<file path="src/rtl/name_buffer_pkg.sv">
// Shared constants and types for the name/font writer and the glyph renderer.
package name_buffer_pkg;

  localparam int FONT_SIZE_W = 2;
  localparam int LEN_W       = 6;

  localparam logic [7:0] CR     = 8'h0D;
  localparam logic [7:0] LF     = 8'h0A;
  localparam logic [7:0] BS     = 8'h08;
  localparam logic [7:0] DEL    = 8'h7F;
  localparam logic [7:0] ESC    = 8'h1B;
  localparam logic [7:0] SPACE  = 8'h20;
  localparam logic [7:0] PLUS   = 8'h2B;
  localparam logic [7:0] MINUS  = 8'h2D;
  localparam logic [7:0] DIGIT0 = 8'h30;

  // Writer FSM: plain text editing, or waiting for the byte after ESC.
  typedef enum logic {
    ST_EDIT = 1'b0,
    ST_ESC  = 1'b1
  } wr_state_t;

endpackage

</file>
<file path="src/rtl/name_buffer_writer_if.sv">
// Byte channel from the UART receiver plus the frame timing pulse.
// With NAME_BUFFER_WRITER_ECHO_EN defined the channel also carries the
// echo transmit handshake (tx_data/tx_valid out of the writer, tx_ready in).
interface name_buffer_writer_if;
  logic [7:0] rx_data;
  logic       rx_valid;
  logic       frame_start;
`ifdef NAME_BUFFER_WRITER_ECHO_EN
  logic [7:0] tx_data;
  logic       tx_valid;
  logic       tx_ready;

  modport master (output rx_data, output rx_valid, output frame_start,
                  input tx_data, input tx_valid, output tx_ready);
  modport slave  (input rx_data, input rx_valid, input frame_start,
                  output tx_data, output tx_valid, input tx_ready);
`else
  modport master (output rx_data, output rx_valid, output frame_start);
  modport slave  (input rx_data, input rx_valid, input frame_start);
`endif
endinterface

</file>
<file path="src/rtl/name_char_classifier.sv">
// Byte classification shared with the renderer so both sides agree on
// which codes are displayable text.
module name_char_classifier
  import name_buffer_pkg::*;
(
  input  logic [7:0] code,
  output logic       is_printable,
  output logic       is_backspace,
  output logic       is_commit,
  output logic       is_escape,
  output logic       is_font_digit
);

  assign is_printable  = (code == SPACE) || (code == PLUS) || (code == MINUS) ||
                         ((code >= 8'h41) && (code <= 8'h5A)) ||
                         ((code >= 8'h61) && (code <= 8'h7A));
  assign is_backspace  = (code == BS) || (code == DEL);
  assign is_commit     = (code == CR);
  assign is_escape     = (code == ESC);
  assign is_font_digit = (code >= DIGIT0) && (code <= (DIGIT0 + 8'd3));

endmodule

</file>
<file path="src/rtl/name_buffer_writer.sv">
// Writer side of the name/font buffer: edits a shadow line from UART bytes,
// stages it on CR and publishes the staged line only on frame_start so the
// renderer never sees a half-updated name.
// Optional echo path: NAME_BUFFER_WRITER_ECHO_EN.
module name_buffer_writer
  import name_buffer_pkg::*;
#(
  parameter int MAX_NAME_LENGTH = 10
) (
  input  logic                         tft_clock_9m,
  input  logic                         system_reset_n,
  name_buffer_writer_if.slave          bus,
  output logic [8*MAX_NAME_LENGTH-1:0] name_buffer,
  output logic [LEN_W-1:0]             name_length,
  output logic [FONT_SIZE_W-1:0]       font_size,
  output logic                         update_pending,
  output logic                         overflow
);

  localparam int              BUF_W   = 8 * MAX_NAME_LENGTH;
  localparam logic [LEN_W-1:0] MAX_LEN = LEN_W'(MAX_NAME_LENGTH);

  wr_state_t              state;
  logic [BUF_W-1:0]       shadow_buf_p0;
  logic [LEN_W-1:0]       shadow_len_p0;
  logic [FONT_SIZE_W-1:0] shadow_font_p0;
  logic [BUF_W-1:0]       stage_buf_p1;
  logic [LEN_W-1:0]       stage_len_p1;
  logic [FONT_SIZE_W-1:0] stage_font_p1;

  logic is_printable, is_backspace, is_commit, is_escape, is_font_digit;

  name_char_classifier u_classifier (
    .code          (bus.rx_data),
    .is_printable  (is_printable),
    .is_backspace  (is_backspace),
    .is_commit     (is_commit),
    .is_escape     (is_escape),
    .is_font_digit (is_font_digit)
  );

  // Edit FSM, shadow -> staging commit and staging -> output publish.
  // Publish is evaluated first so a same-cycle commit still overwrites
  // staging and re-arms update_pending.
  always_ff @(posedge tft_clock_9m or negedge system_reset_n) begin
    if (!system_reset_n) begin
      state          <= ST_EDIT;
      shadow_buf_p0  <= '0;
      shadow_len_p0  <= '0;
      shadow_font_p0 <= '0;
      stage_buf_p1   <= '0;
      stage_len_p1   <= '0;
      stage_font_p1  <= '0;
      update_pending <= 1'b0;
      overflow       <= 1'b0;
      name_buffer    <= '0;
      name_length    <= '0;
      font_size      <= '0;
    end else begin
      // shadow/staging -> display boundary
      if (bus.frame_start && update_pending) begin
        name_buffer    <= stage_buf_p1;
        name_length    <= stage_len_p1;
        font_size      <= stage_font_p1;
        update_pending <= 1'b0;
      end
      if (bus.rx_valid) begin
        case (state)
          ST_EDIT: begin
            if (is_printable) begin
              if (shadow_len_p0 < MAX_LEN) begin
                shadow_buf_p0[8*int'(shadow_len_p0) +: 8] <= bus.rx_data;
                shadow_len_p0 <= shadow_len_p0 + 1'b1;
              end else begin
                overflow <= 1'b1;
              end
            end else if (is_backspace) begin
              if (shadow_len_p0 != '0) begin
                shadow_buf_p0[8*(int'(shadow_len_p0)-1) +: 8] <= 8'h00;
                shadow_len_p0 <= shadow_len_p0 - 1'b1;
              end
            end else if (is_commit) begin
              stage_buf_p1   <= shadow_buf_p0;
              stage_len_p1   <= shadow_len_p0;
              stage_font_p1  <= shadow_font_p0;
              update_pending <= 1'b1;
              shadow_buf_p0  <= '0;
              shadow_len_p0  <= '0;
              overflow       <= 1'b0;
            end else if (is_escape) begin
              state <= ST_ESC;
            end
          end
          ST_ESC: begin
            if (is_font_digit) begin
              shadow_font_p0 <= bus.rx_data[FONT_SIZE_W-1:0];
            end
            state <= ST_EDIT;
          end
          default: state <= ST_EDIT;
        endcase
      end
    end
  end

`ifdef NAME_BUFFER_WRITER_ECHO_EN
  logic       echo_req;
  logic [7:0] echo_byte;

  // Echo only edits that actually take effect, plus CR on every commit.
  always_comb begin
    echo_req  = 1'b0;
    echo_byte = bus.rx_data;
    if (bus.rx_valid && (state == ST_EDIT)) begin
      if (is_printable && (shadow_len_p0 < MAX_LEN)) begin
        echo_req = 1'b1;
      end else if (is_backspace && (shadow_len_p0 != '0)) begin
        echo_req = 1'b1;
      end else if (is_commit) begin
        echo_req  = 1'b1;
        echo_byte = CR;
      end
    end
  end

  // One-entry holding register; a new echo is dropped while it is occupied.
  always_ff @(posedge tft_clock_9m or negedge system_reset_n) begin
    if (!system_reset_n) begin
      bus.tx_valid <= 1'b0;
      bus.tx_data  <= 8'h00;
    end else if (echo_req && (!bus.tx_valid || bus.tx_ready)) begin
      bus.tx_valid <= 1'b1;
      bus.tx_data  <= echo_byte;
    end else if (bus.tx_valid && bus.tx_ready) begin
      bus.tx_valid <= 1'b0;
    end
  end
`endif

endmodule

</file>
<file path="src/flat_wrapper.sv">
// flat-port wrapper written by rule: the top's interface ports become plain ports
module name_buffer_writer_flat import name_buffer_pkg::*;
#(
  parameter int MAX_NAME_LENGTH = 10
)
  (tft_clock_9m, system_reset_n, name_buffer, name_length, font_size, update_pending, overflow, bus_rx_data, bus_rx_valid, bus_frame_start);
  name_buffer_writer_if bus_i ();
  input  logic tft_clock_9m;
  input  logic system_reset_n;
  output logic [8*MAX_NAME_LENGTH-1:0] name_buffer;
  output logic [LEN_W-1:0] name_length;
  output logic [FONT_SIZE_W-1:0] font_size;
  output logic update_pending;
  output logic overflow;
  input wire logic [$bits(bus_i.rx_data)-1:0] bus_rx_data;
  input wire logic [$bits(bus_i.rx_valid)-1:0] bus_rx_valid;
  input wire logic [$bits(bus_i.frame_start)-1:0] bus_frame_start;
  assign bus_i.rx_data = bus_rx_data;
  assign bus_i.rx_valid = bus_rx_valid;
  assign bus_i.frame_start = bus_frame_start;
  name_buffer_writer #(.MAX_NAME_LENGTH(MAX_NAME_LENGTH)) u_core (.tft_clock_9m(tft_clock_9m), .system_reset_n(system_reset_n), .bus(bus_i), .name_buffer(name_buffer), .name_length(name_length), .font_size(font_size), .update_pending(update_pending), .overflow(overflow));
endmodule
</file>
<file path="config.mk">
export PLATFORM = sky130hd
export DESIGN_NAME = name_buffer_writer_flat
export DESIGN_NICKNAME = d
export VERILOG_FILES = /design/src/rtl/name_buffer_pkg.sv /design/src/rtl/name_buffer_writer_if.sv /design/src/rtl/name_char_classifier.sv /design/src/rtl/name_buffer_writer.sv /design/src/flat_wrapper.sv
export SDC_FILE = /design/constraint.sdc
export NUM_CORES = 1
export LEC_CHECK = 0
export CAP_MARGIN = 0
export CORE_ASPECT_RATIO = 1.1
export CORE_MARGIN = 2
export CORE_UTILIZATION = 62
export CTS_CLUSTER_SIZE = 24
export DETAILED_ROUTE_END_ITERATION = 10
export PLACE_DENSITY = 0.92
export SLEW_MARGIN = 0
export SYNTH_ARGS = -nofsm -noshare
export SYNTH_HDL_FRONTEND = slang
export SYNTH_SLANG_ARGS = --single-unit
</file>
<file path="constraint.sdc">
create_clock -name tft_clock_9m -period 8.15 [get_ports tft_clock_9m]
set_input_delay 1.63 -clock tft_clock_9m [delete_from_list [all_inputs] [get_ports tft_clock_9m]]
set_output_delay 1.63 -clock tft_clock_9m [all_outputs]
set_load 0.1 [all_outputs]
</file>
# Word level (Yosys, flattened, before mapping)

Index checks and enable logic that the tools add are counted.

Bits in registers: 267
Latch bits: 0
Memory bits (writable): 0
Bits in read-only memories: 0
Input bits: 12
Output and inout bits: 90
Word-level logic and storage cells: 85
Memories kept: 0

$add $sub $neg: 5
Multipliers: 0
Div/mod/pow operators: 0
Magnitude comparators: 7
Eq/ne operators: 11
Shift operators: 4
Muxes and demuxes: 27
Bitwise operators: 3
Reductions and logical operators: 16

Operators by type and width:

| kind                     | number |
|---|---|
| $mux 80                  | 5 |
| $bwmux 80                | 2 |
| $shift 8x33->80 const A  | 2 |
| $shiftx 8x33->80         | 1 |
| $shiftx 8x33->80 const A | 1 |
| $neg 32->33              | 1 |
| $neg 9->33               | 1 |
| $mux 6                   | 5 |
| $eq 8x6->1 const B       | 3 |
| $eq 8x4->1 const B       | 2 |
| $ge 8x7->1 const B       | 2 |
| $le 8x7->1 const B       | 2 |
| $reduce_and 5->1         | 3 |
| $mux 1                   | 14 |
| $eq 8x5->1 const B       | 1 |
| $eq 8x7->1 const B       | 1 |
| $ge 8x6->1 const B       | 1 |
| $le 8x6->1 const B       | 1 |
| $sub 6x1->7 const B      | 1 |
| $add 6x1->6 const B      | 1 |
| $lt 6x4->1 const B       | 1 |
| $reduce_bool 6->1        | 1 |
| $sub 6x1->6 const B      | 1 |
| $logic_or 1x1->1         | 5 |
| 9 further kinds          | 15 |

# Logic depth before layout (Yosys ltp)

Gate-level depths: netlist of the first run.

Word-level depth: 8
Gate-level depth with buffers: 15
Depth with buffers taken out: 12

# Modules after synthesis

A second synthesis of the first run with hierarchy kept.

Cell total of the unflattened synthesis: 906
Area, all modules: 11486.0 sq um

Modules (own cells, without submodules):

| module               | instances | cells an instance | area each (sq um) | seq. area each (sq um) |
|---|---|---|---|---|
| name_buffer_writer   | 1         | 880               | 11330.9           | 6681.4 |
| name_char_classifier | 1         | 26                | 155.1             | 0.0 |

# Worst setup path before layout of the first run

Ideal clock, no wire load.

Kind: register -> register
From: register u_core.shadow_len_p0[0]
To: register u_core.shadow_buf_p0[63]
Setup time: 0.119 ns
Arrival: 4.253 ns
Data required time: 8.031 ns
Setup slack: 3.778 ns
Cell stages (with the launch flop): 16
Buffers on the path: 3
Period minus slack after synthesis: 4.372 ns
Cell sequence: dfrtp_1 -> clkbuf_1 -> buf_2 -> inv_1 -> ha_1 -> buf_4 -> or3b_1 -> o31ai_2 -> nand2_1 -> ha_1 -> or4b_2 -> nor4_2 -> nand3_1 -> a211oi_1 -> o221ai_2 -> and2_1

Word-level cells in the longest chain between the ends: 7
Elaborated cells on any way between the ends: 18
Those cells by class: add/sub: 3; order compare: 1; eq/ne: 2; shift: 4; mux: 6; reduce/logical: 2

RTL lines:

| item                                                       | RTL line                 | source |
|---|---|---|
| start: declaration                                         | name_buffer_writer.sv:25 | `logic [LEN_W-1:0] shadow_len_p0;` |
| start signal: assignment                                   | name_buffer_writer.sv:73 | `shadow_len_p0 <= shadow_len_p0 + 1'b1;` |
| start signal: assignment                                   | name_buffer_writer.sv:80 | `shadow_len_p0 <= shadow_len_p0 - 1'b1;` |
| $sub 6x1->7                                                | name_buffer_writer.sv:79 | `shadow_buf_p0[8*(int'(shadow_len_p0)-1) +: 8] <= 8'h00;` |
| $neg 32->33                                                | name_buffer_writer.sv:79 |  |
| $shiftx 8x33->80 / $shift 8x33->80 (equally long branches) | name_buffer_writer.sv:79 |  |
| $bwmux 80                                                  | name_buffer_writer.sv:79 |  |
| $mux 80                                                    | name_buffer_writer.sv:78 | `if (shadow_len_p0 != '0) begin` |
| $mux 80                                                    | name_buffer_writer.sv:77 | `end else if (is_backspace) begin` |
| $mux 80                                                    | name_buffer_writer.sv:70 | `if (is_printable) begin` |
| end signal: indexed assignment                             | name_buffer_writer.sv:72 | `shadow_buf_p0[8*int'(shadow_len_p0) +: 8] <= bus.rx_data;` |
| end: declaration                                           | name_buffer_writer.sv:24 | `logic [BUF_W-1:0] shadow_buf_p0;` |

Several ways; a longest one is shown, not always the timed one. The select of a mux whose other input is x is not followed.
A chain may end at the register's enable or synchronous reset.

# Worst setup path in the final report of the first run

From: register u_core.shadow_len_p0[0]
To: register u_core.shadow_buf_p0[41]

The elaborated chain is that of the path after synthesis.

==> metrics.md, run 1 <==
| Metric | Value |
|---|---|
| Syn. warnings | `0` |
| Post-CTS Setup Inserts | `0` |
| Vias per Instance | `about 6.6` |
| Place WS | `around 3.1 ns` |
| Ports | `~100` |
| Total die area | `approximately 0.020 mm2` |
| Routability cong. | `0.920` |
| Max IR drop VDD | `around 0.23 mV` |
| Critical Path RT | `around 8.6 ns` |
| Worst hold slack | `roughly 0.49 ns` |
| Yosys reg bits | `about 270` |
| Die H | `146 um` |
| Total core area | `about 0.018 mm2` |
| Crit-path cells | `inv_1 -> ha_1 -> or3b_1 -> o31ai_2 -> nand2_1 -> ha_1 -> or4b_2 -> nor4_2 -> nand3_1 -> a211oi_1 -> o221ai_2 -> a22o_2` |
| Synth unique cells | `roughly 80` |
| 1st-pass router iterations | `6` |
| CTS Sinks | `267` |
| Initial core utilization | `0.626` |
| Hold path cells | `1` |
| Crit path largest cell delay | `~0.8 ns` |
| Critical path class | `flop to flop` |
| Ys flop type | `dfrtp_1` |
| Initial antenna violation count | `0` |
| Total track usage | `0.283` |
| Hold-fix buffers, CTS | `0` |
| Layout cell share with drive strength beyond 1 | `0.269` |
| Slew HR | `0.0554` |
| Lkg Pwr | `6.29 nW` |
| Row count | `52` |
| Final antenna-violating net count | `0` |
| CP Buf/Inv Count | `1` |
| Clock Pin Slew Worst Setup and Hold Paths | `roughly 0.070 ns` |
| Setup TNS | `0 ns` |
| Tot Pwr | `between 3 and 4 mW` |
| Root buf cell | `clkbuf_16` |
| Crit path max-delay family | `simple AND/OR/NAND/NOR gates` |
| Max-slew violations | `0` |
| Post-synth EDFFs | `0` |
| Skew final | `slightly above 0.01 ns` |
| Total grt overflow | `0` |
| R2r setup slk | `2.86 ns` |
| First-pass GRT wire length | `about 44000 um` |
| Final Hold Viols | `0` |
| Pwr Density | `~250 mW/mm2` |
| Hold Path Class | `flop to flop` |
| Syn Std Cell Area | `0.0114 mm2` |
| Status | `finished clean` |
| Crit-path slowest cell | `dfrtp_1` |
| Number of setup violations in the final report | `0` |
| Final worst setup slack | `2.86 ns` |
| CTS tree | `done` |
| Worst-path fanout max | `24` |
| Slew at the pin with the worst max-slew slack | `roughly 1.4 ns` |
| Routed via count | `7849` |
| Final wirelength | `27200 um` |
| Reg2reg path depth | `12` |
| Vias in the first global route | `about 8000` |
| Drt wl/cell | `22.9 um` |
| Die Width | `approximately 130 um` |
| CTS H-tree depth | `1` |
| Antenna diode count | `0` |
| Net count, final | `around 960` |
| Iteration-0 DRC Markers | `862` |
| Max Clk Rate | `between 150 and 200 MHz` |
| Maximum buffer depth of the clock tree | `3` |
| Worst hold endpoint | `u_core.shadow_buf_p0[7]$_DFFE_PN0P_` |
| Worst-Skew Late Latency | `about 0.52 ns` |
| Share of flip-flops with an asynchronous set or reset | `1.00` |
| Min Clock Period, post-route | `5.29 ns` |
| Hold path startpoint | `u_core.shadow_buf_p0[7]$_DFFE_PN0P_` |
| Period utilization | `0.649` |
| Top cell by count, worst path | `ha_1` |
| Crit start category | `flop` |
| Cells after synthesis | `about 850` |
| Post-cts gate resize count | `0` |
| Critical path capture point type | `flop` |
| Crit Reg-Reg Endpoint | `u_core.shadow_buf_p0[41]$_DFFE_PN0P_` |
| I/O Buffers | `101` |
| Max-capacitance violation count | `0` |
| DP HPWL | `~17000 um` |
| RSZ-0062 raised after global routing | `false` |
| Critical path arrival | `roughly 5.7 ns` |
| Largest net degree at the start of global routing | `~170` |
| Synth-to-Final Area Change | `17.8%` |
| Most common cell after layout, fill and taps aside | `dfrtp_1` |
| Reg-to-Reg Start | `u_core.shadow_len_p0[0]$_DFFE_PN0P_` |
| Mapped Nets | `just under 900` |
| Most frequent cells in the layout | `267 x dfrtp_1, 165 x mux2_2, 100 x clkdlybuf4s50_1` |
| Total CTS buffers | `25` |
| Drc violations | `0` |
| Syn avg cell area | `13.5 um2` |
| Sequential-to-total area share from yosys stat | `0.586` |
-- metal layers --
metal | share of wire | up-vias | track usage
li1 | - | 3324 | -
met1 | 0.40 | 3971 | 0.389
met2 | 0.48 | 455 | 0.455
met3 | 0.077 | 99 | 0.0469
met4 | 0.038 | 0 | 0.113
met5 | 0 | - | 0
-- how the worst max path moves through the flow --
stage | from | end | slack, ns | depth (start not counted)
6_report | u_core.shadow_len_p0[0]$_DFFE_PN0P_ | u_core.shadow_buf_p0[41]$_DFFE_PN0P_ | 2.86 | 12
5_1_grt | u_core.shadow_len_p0[0]$_DFFE_PN0P_ | u_core.shadow_buf_p0[41]$_DFFE_PN0P_ | 2.62 | 12
4_1_cts | u_core.shadow_len_p0[0]$_DFFE_PN0P_ | u_core.shadow_buf_p0[41]$_DFFE_PN0P_ | 3.01 | 12
3_5_place_dp | u_core.shadow_len_p0[0]$_DFFE_PN0P_ | u_core.shadow_buf_p0[43]$_DFFE_PN0P_ | 3.15 | 12
3_3_place_gp | bus_rx_data[2] | u_core.shadow_buf_p0[38]$_DFFE_PN0P_ | 3.35 | 7
2_1_floorplan | u_core.shadow_len_p0[0]$_DFFE_PN0P_ | u_core.shadow_buf_p0[63]$_DFFE_PN0P_ | 3.78 | 15
-- Yosys cell counts (4+ instances only) --
| cell type | n | area share |
|---|---|---|
| ha_1 | 13 | 0.014 |
| a22o_1 | 13 | 0.010 |
| a32o_1 | 21 | 0.018 |
| nor3_1 | 11 | 0.0048 |
| nor2_1 | 19 | 0.0063 |
| o221ai_2 | 6 | 0.0079 |
| a22o_2 | 8 | 0.0070 |
| o22ai_1 | 4 | 0.0022 |
| inv_1 | 18 | 0.0059 |
| buf_1 | 11 | 0.0036 |
| nand4_1 | 4 | 0.0022 |
| nand3_1 | 17 | 0.0075 |
| or3_1 | 7 | 0.0038 |
| o21ai_0 | 27 | 0.012 |
| and2_1 | 9 | 0.0049 |
| buf_2 | 8 | 0.0035 |
| nor4_1 | 11 | 0.0060 |
| nand2b_1 | 5 | 0.0027 |
| o2bb2ai_1 | 22 | 0.017 |
| o32ai_1 | 9 | 0.0069 |
| a21oi_1 | 9 | 0.0039 |
| nand2_1 | 44 | 0.014 |
| mux2_2 | 165 | 0.16 |
| dfrtp_1 | 267 | 0.59 |
| a211oi_1 | 8 | 0.0053 |
| clkbuf_1 | 25 | 0.0082 |
| a211o_1 | 4 | 0.0031 |
-- layout make-up --
type                       count  area [um2]
clock inverter                14         234
fill                        1084        4770
inverter                      18        67.6
clock buffer                  30         664
timing repair buffer         105        1060
tap                          243         304
multi-input combinational    514        4440
sequential                   267        6680
-- registers in the layout, summed over array words and instances (netlist names) --
| name | cells |
|---|---|
| u_core.name_length | 6 |
| u_core.state | 1 |
| u_core.font_size | 2 |
| u_core.stage_buf_p1 | 80 |
| u_core.shadow_len_p0 | 6 |
| u_core.update_pending | 1 |
| u_core.shadow_buf_p0 | 80 |
| u_core.shadow_font_p0 | 2 |
| u_core.overflow | 1 |
| u_core.stage_len_p1 | 6 |
| u_core.name_buffer | 80 |
| u_core.stage_font_p1 | 2 |
-- power by group --
group / switching, mW / total (mW) / internal, mW / leakage [nW]
clock network: 0.496 / 1.27 / 0.774 / 0.440
registers: 0.0692 / 1.45 / 1.38 / 3.69
logic: 0.437 / 0.647 / 0.210 / 2.16
-- stage by stage --
stage                      util  instances  instance area (um2)
after floorplan               -        848                11400
after global placement    0.689       1147                12500
after detailed placement  0.689       1147                12500
after CTS                 0.738       1191                13400
after global routing      0.738       1191                13400
final                     0.738       1191                13400
-- cell families (layout without fill, tap and decap cells) --
kind of cell	count (synthesis)	in the layout	share of synthesized area
adders and majority gates	13	13	0.0143
muxes	167	167	0.165
buffers and inverters	67	167	0.0263
xor gates and xnor gates	8	8	0.00746
DFF	267	267	0.586
and+or+nand+nor	165	165	0.0850
AOI/OAI and AO/OA	161	161	0.117
(Power assumes the default switching activity.)
==> run 2: changes to the inputs <==
--- a/config.mk
+++ b/config.mk
@@ -8,10 +8,10 @@
 export CAP_MARGIN = 0
 export CORE_ASPECT_RATIO = 1.1
 export CORE_MARGIN = 2
-export CORE_UTILIZATION = 62
+export CORE_UTILIZATION = 58
 export CTS_CLUSTER_SIZE = 24
 export DETAILED_ROUTE_END_ITERATION = 10
-export PLACE_DENSITY = 0.92
+export PLACE_DENSITY = 0.87
 export SLEW_MARGIN = 0
 export SYNTH_ARGS = -nofsm -noshare
 export SYNTH_HDL_FRONTEND = slang
==> constraint.sdc (replaced) <==
create_clock -name tft_clock_9m -period 5.34 [get_ports tft_clock_9m]
set_input_delay 1.068 -clock tft_clock_9m [delete_from_list [all_inputs] [get_ports tft_clock_9m]]
set_output_delay 1.068 -clock tft_clock_9m [all_outputs]
set_load 0.1 [all_outputs]
==> run 2 against run 1 <==
Effect of this change: routed wire length down 5.2%; clock-buffer cell count up 1; sequential share of layout area up 0.093 points; global-route usage down 2.8 points; register-to-register slack worse by 2.1 ns; worst setup slack worse by 2.1 ns; maximum frequency up 16%; first-iteration DRC count down 8.7%; critical path depth unchanged; total power up 48%; largest power group unchanged.
==> metrics.md, run 2 (synthesized netlist as in run 1, its figures left out) <==
| Metric | Value |
|---|---|
| Setup TNS | `0 ns` |
| Post-cts gate resize count | `0` |
| Drc violations | `0` |
| Met2 GRT Util | `0.419` |
| Most common cell after layout, fill and taps aside | `dfrtp_1` |
| Total core area | `0.0192 mm2` |
| Final core utilization | `0.698` |
| Routability cong. | `0.927` |
| Maximum buffer depth of the clock tree | `3` |
| Number of setup violations in the final report | `0` |
| Max IR drop VDD | `roughly 0.30 mV` |
| Routing usage on met3 | `0.0418` |
| Total track usage | `0.255` |
| CP Buf/Inv Count | `1` |
| Max-capacitance violation count | `0` |
| Synth-to-Final Area Change | `17.6%` |
| Period utilization | `0.851` |
| Routed via count | `7531` |
| Pwr Density | `about 370 mW/mm2` |
| Slew at the pin with the worst max-slew slack | `between 1 and 1.5 ns` |
| Initial antenna violation count | `0` |
| Critical Path RT | `approximately 5.7 ns` |
| Crit path largest cell delay | `0.68 ns` |
| Total die area | `0.0208 mm2` |
| Max-slew violations | `0` |
| Net count, final | `964` |
| Final antenna-violating net count | `0` |
| Most frequent cells in the layout | `267 x dfrtp_1, 165 x mux2_2, 100 x clkdlybuf4s50_1` |
| Max Clk Rate | `220 MHz` |
| Hold-fix buffers, CTS | `0` |
| First-pass GRT wire length | `~42000 um` |
| CTS tree | `done` |
| CTS H-tree depth | `1` |
| Layout cell share with drive strength beyond 1 | `0.272` |
| Critical path capture point type | `flop` |
| Crit path max-delay family | `simple AND/OR/NAND/NOR gates` |
| Initial core utilization | `0.593` |
| Tot Pwr | `about 5.0 mW` |
| Critical path class | `flop to flop` |
| 1st-pass router iterations | `5` |
| Lkg Pwr | `between 6 and 7 nW` |
| Slew HR | `0.283` |
| Top cell by count, worst path | `ha_1` |
| Ports | `102` |
| Worst-path fanout max | `12` |
| Worst hold slack | `0.487 ns` |
| Antenna diode count | `0` |
| Drt wl/cell | `around 21 um` |
| Non-Filler Instances | `~1200` |
| Fillcell total | `about 1300` |
| Total grt overflow | `0` |
| Inst Count DP | `around 1200` |
| Root buf cell | `clkbuf_16` |
| Min Clock Period, post-route | `about 4.5 ns` |
| Met1 global-route usage | `0.355` |
| Final wirelength | `~26000 um` |
| Die Width | `138 um` |
| Vias per Instance | `6.27` |
| RSZ-0062 raised after global routing | `false` |
| Crit-path slowest cell | `or4b_2` |
| Worst-Skew Late Latency | `0.53 ns` |
| Largest net degree at the start of global routing | `roughly 110` |
| Iteration-0 DRC Markers | `approximately 800` |
| Row count | `between 50 and 60` |
| Biggest regs | `u_core.name_buffer (80), u_core.shadow_buf_p0 (80), u_core.stage_buf_p1 (80)` |
| Status | `finished clean` |
| I/O Buffers | `around 100` |
| Final Hold Viols | `0` |
| Post-CTS Setup Inserts | `0` |
| Die H | `151 um` |
| Hold Path Class | `flop to flop` |
| Vias in the first global route | `7688` |
| Skew final | `0.0223 ns` |
| CTS Sinks | `267` |
| Total CTS buffers | `25` |
| Clock Pin Slew Worst Setup and Hold Paths | `approximately 0.060 ns` |
| DP HPWL | `around 16000 um` |
| Top Usage Layer GRT | `met2` |
| Crit start category | `flop` |
| Critical path arrival | `between 4 and 5 ns` |
| Crit-path cells | `inv_1 -> ha_1 -> or3b_1 -> o31ai_2 -> nand2_1 -> ha_1 -> or4b_2 -> nor4_2 -> nand3_1 -> a211oi_1 -> o211ai_1 -> a22o_1` |
run 2: changes by cell type in the layout (fill, tap and decap cells not counted), sizes merged:
cell,change
clkinvlp,+1
buf,+8
clkbuf,+1
bufinv,-3
run 2: layout make-up:
cell class	count	area, um2	share of cell area
Timing Repair Buffer	113	1120	0.0833
Inverter	18	67.6	0.00503
Tap cell	247	309	0.0230
Sequential cell	267	6680	0.498
Clock inverter	12	150	0.0112
Multi-Input combinational cell	514	4440	0.331
Clock buffer	31	658	0.0490
run 2: layer usage:
metal  vias to the layer above  part of all wire
met1                      3854              0.42
met5                         -                 0
li1                       3342                 -
met2                       292              0.50
met4                         0             0.019
met3                        43             0.060
run 2: worst paths after layout:
path / slack (ns) / end / depth (start not counted) / from
hold reg to reg: 0.49 / u_core.stage_buf_p1[75]$_DFFE_PN0P_ / 2 / u_core.stage_buf_p1[75]$_DFFE_PN0P_
setup reg to reg: 0.79 / u_core.shadow_buf_p0[13]$_DFFE_PN0P_ / 12 / u_core.shadow_len_p0[1]$_DFFE_PN0P_
hold / removal: 0.49 / u_core.stage_buf_p1[75]$_DFFE_PN0P_ / 2 / u_core.stage_buf_p1[75]$_DFFE_PN0P_
setup / recovery: 0.79 / u_core.shadow_buf_p0[13]$_DFFE_PN0P_ / 12 / u_core.shadow_len_p0[1]$_DFFE_PN0P_
min in group asynchronous: 0.58 / u_core.name_buffer[56]$_DFFE_PN0P_ / 1 / system_reset_n
max in group asynchronous: 3.54 / u_core.shadow_buf_p0[20]$_DFFE_PN0P_ / 2 / system_reset_n
run 2: worst register-to-register path, cell delays in order (launching register included):
cell	delay, ns
dfrtp_1	0.54
inv_1	0.19
ha_1	0.36
or3b_1	0.43
o31ai_2	0.41
nand2_1	0.12
ha_1	0.30
or4b_2	0.68
nor4_2	0.38
nand3_1	0.22
a211oi_1	0.22
o211ai_1	0.30
a22o_1	0.29
run 2: where the power goes:
group / internal (mW) / switching [mW]
Sequential: 2.11 / 0.0891
Clock: 1.02 / 0.745
Combinational: 0.335 / 0.669
run 2: through the flow:
step	area (um2)	setup WS [ns]
after global placement	12600	0.992
final	13400	0.794
after floorplan	11400	0.968
after CTS	13400	0.816
after detailed placement	12600	0.833
after global routing	13400	0.467
==> edit: new RTL, config.mk and constraints of run 2 <==
Set the package constant `FONT_SIZE_W` to 4 (it was 2).
--- a/src/rtl/name_buffer_pkg.sv
+++ b/src/rtl/name_buffer_pkg.sv
@@ -2,5 +2,5 @@
 package name_buffer_pkg;
 
-  localparam int FONT_SIZE_W = 2;
+  localparam int FONT_SIZE_W = 4;
   localparam int LEN_W       = 6;
 
Ports: changed (resized font_size); port bits go from 102 to 104. No check against the original RTL was run, so the function may have changed too.
==> edit against run 2 <==
Total power shrank 5.3%. Critical endpoint is now u_core.shadow_buf_p0[38]$_DFFE_PN0P_. Sequential cell count grew 6. Design area grew 3.0%. Wire length grew 6.3%. Area after synthesis grew 2.8%. Global-route usage grew 0.15 points. Non-clock buffer count grew 8. Setup slack lost 400 ps. First-iteration DRC count shrank 5.3%. Clock skew shrank 8.7 ps. Core utilization shrank 0.19 points. Combinational power shrank 30%.
==> edit: results (changes against run 2) <==
adder-cell share of the synthesized area - 1.39% (-0.039 points)
vias per cell - 6.28 (+0.27%)
Area contributors post-synth - dfrtp_1, mux2_2, nand2_1, o2bb2ai_1, o21ai_0
Fill cells - 1373 (+8.1%)
number of global-route vias before repair - 8136 (+5.8%)
most frequent cells after synthesis - dfrtp_1, mux2_2, nand2_1
share of layout cells above drive strength 1 - 24.9% (-2.3 points)
placed standard-cell area - 13000 sq um (+3.1%)
post-CTS sizing - 0 (unchanged)
Global Route Usage Sum - 25.6% (+0.15 points)
global-route wire length before repair - 44500 um (+6.9%)
Post-DP HPWL - 18000 um (+9.3%)
RePlAce Congestion - 0.917 (-1.1%)
pin count of the biggest net entering global routing - 117 (+3.5%)
Worst Skew - 13.6 ps (-8.69 ps)
post-synth net total - 940 (+7.7%)
initial DRC count - 745 (-5.3%)
compound-gate portion of the synthesized area - 9.49% (-2.2 points)
CTS Buf Count - 26 (+4.0%)
Worst Reg-to-Reg Cells - 13 (+1)
highest clock rate - 202 MHz (-8.0%)
worst-path fanout max - 11 (-1)
drt wl/cell - 21.6 um (+0.34%)
Util after Layout - 69.6% (-0.19 points)
final net count - 1031 (+7.0%)
cell count after synthesis - 915 (+7.9%)
XOR/XNOR Fraction of Synth Area - 0.800% (+0.054 points)
Initial Util - 59.1% (-0.26 points)
placed cell count - 1230 (+6.1%)
Hold Path End - u_core.stage_len_p1[0]$_DFFE_PN0P_
status - completed
VDD IR-drop max - 0.277 mV (-9.2%)
Worst Path Arrival - 5330 ps (+390 ps)
via count - 7997 (+6.2%)
I/O Buffers - 103 (+2.0%)
pre-CTS WS - 552 ps (-281 ps)
min-delay src - u_core.stage_len_p1[0]$_DFFE_PN0P_
Diodes inserted - 0 (unchanged)
edit: cell count changes in the layout (fill, tap and decap cells not counted), sizes merged, moves of 7 or more:
cell    delta
nor4b      +7
nand2     +15
mux2      +15
inv       -11
a32o      -21
a32oi     +15
o21ai     +12
a211oi     -8
nand3     +12
a22o       -7
nand4      +8
o22ai      +7
o32ai      -8
edit: routing by layer:
layer	share of wire [%]	vias to the layer above	track usage, %
li1	-	3546	-
met1	40	4056	34.3
met2	51	321	43.4
met3	6.1	74	4.17
met4	3.2	0	8.24
met5	0	-	0
edit: cell families after synthesis:
group,count (synthesis)
fa+ha+maj,13
mux,180
xor+xnor,9
flops,273
buf+inv,68
compound gates,155
simple gates,217
edit: where the power goes:
group          internal, mW  switching, mW
logic                 0.244          0.461
registers              2.14         0.0614
clock network          1.04          0.766
edit: area by class of cell:
class	count	share of cell area, %
sequential	273	49.4
clock inverter	8	0.733
timing repair buffer	121	8.56
tap	252	2.28
inverter	10	0.272
multi-input combinational	574	33.5
clock buffer	35	5.24
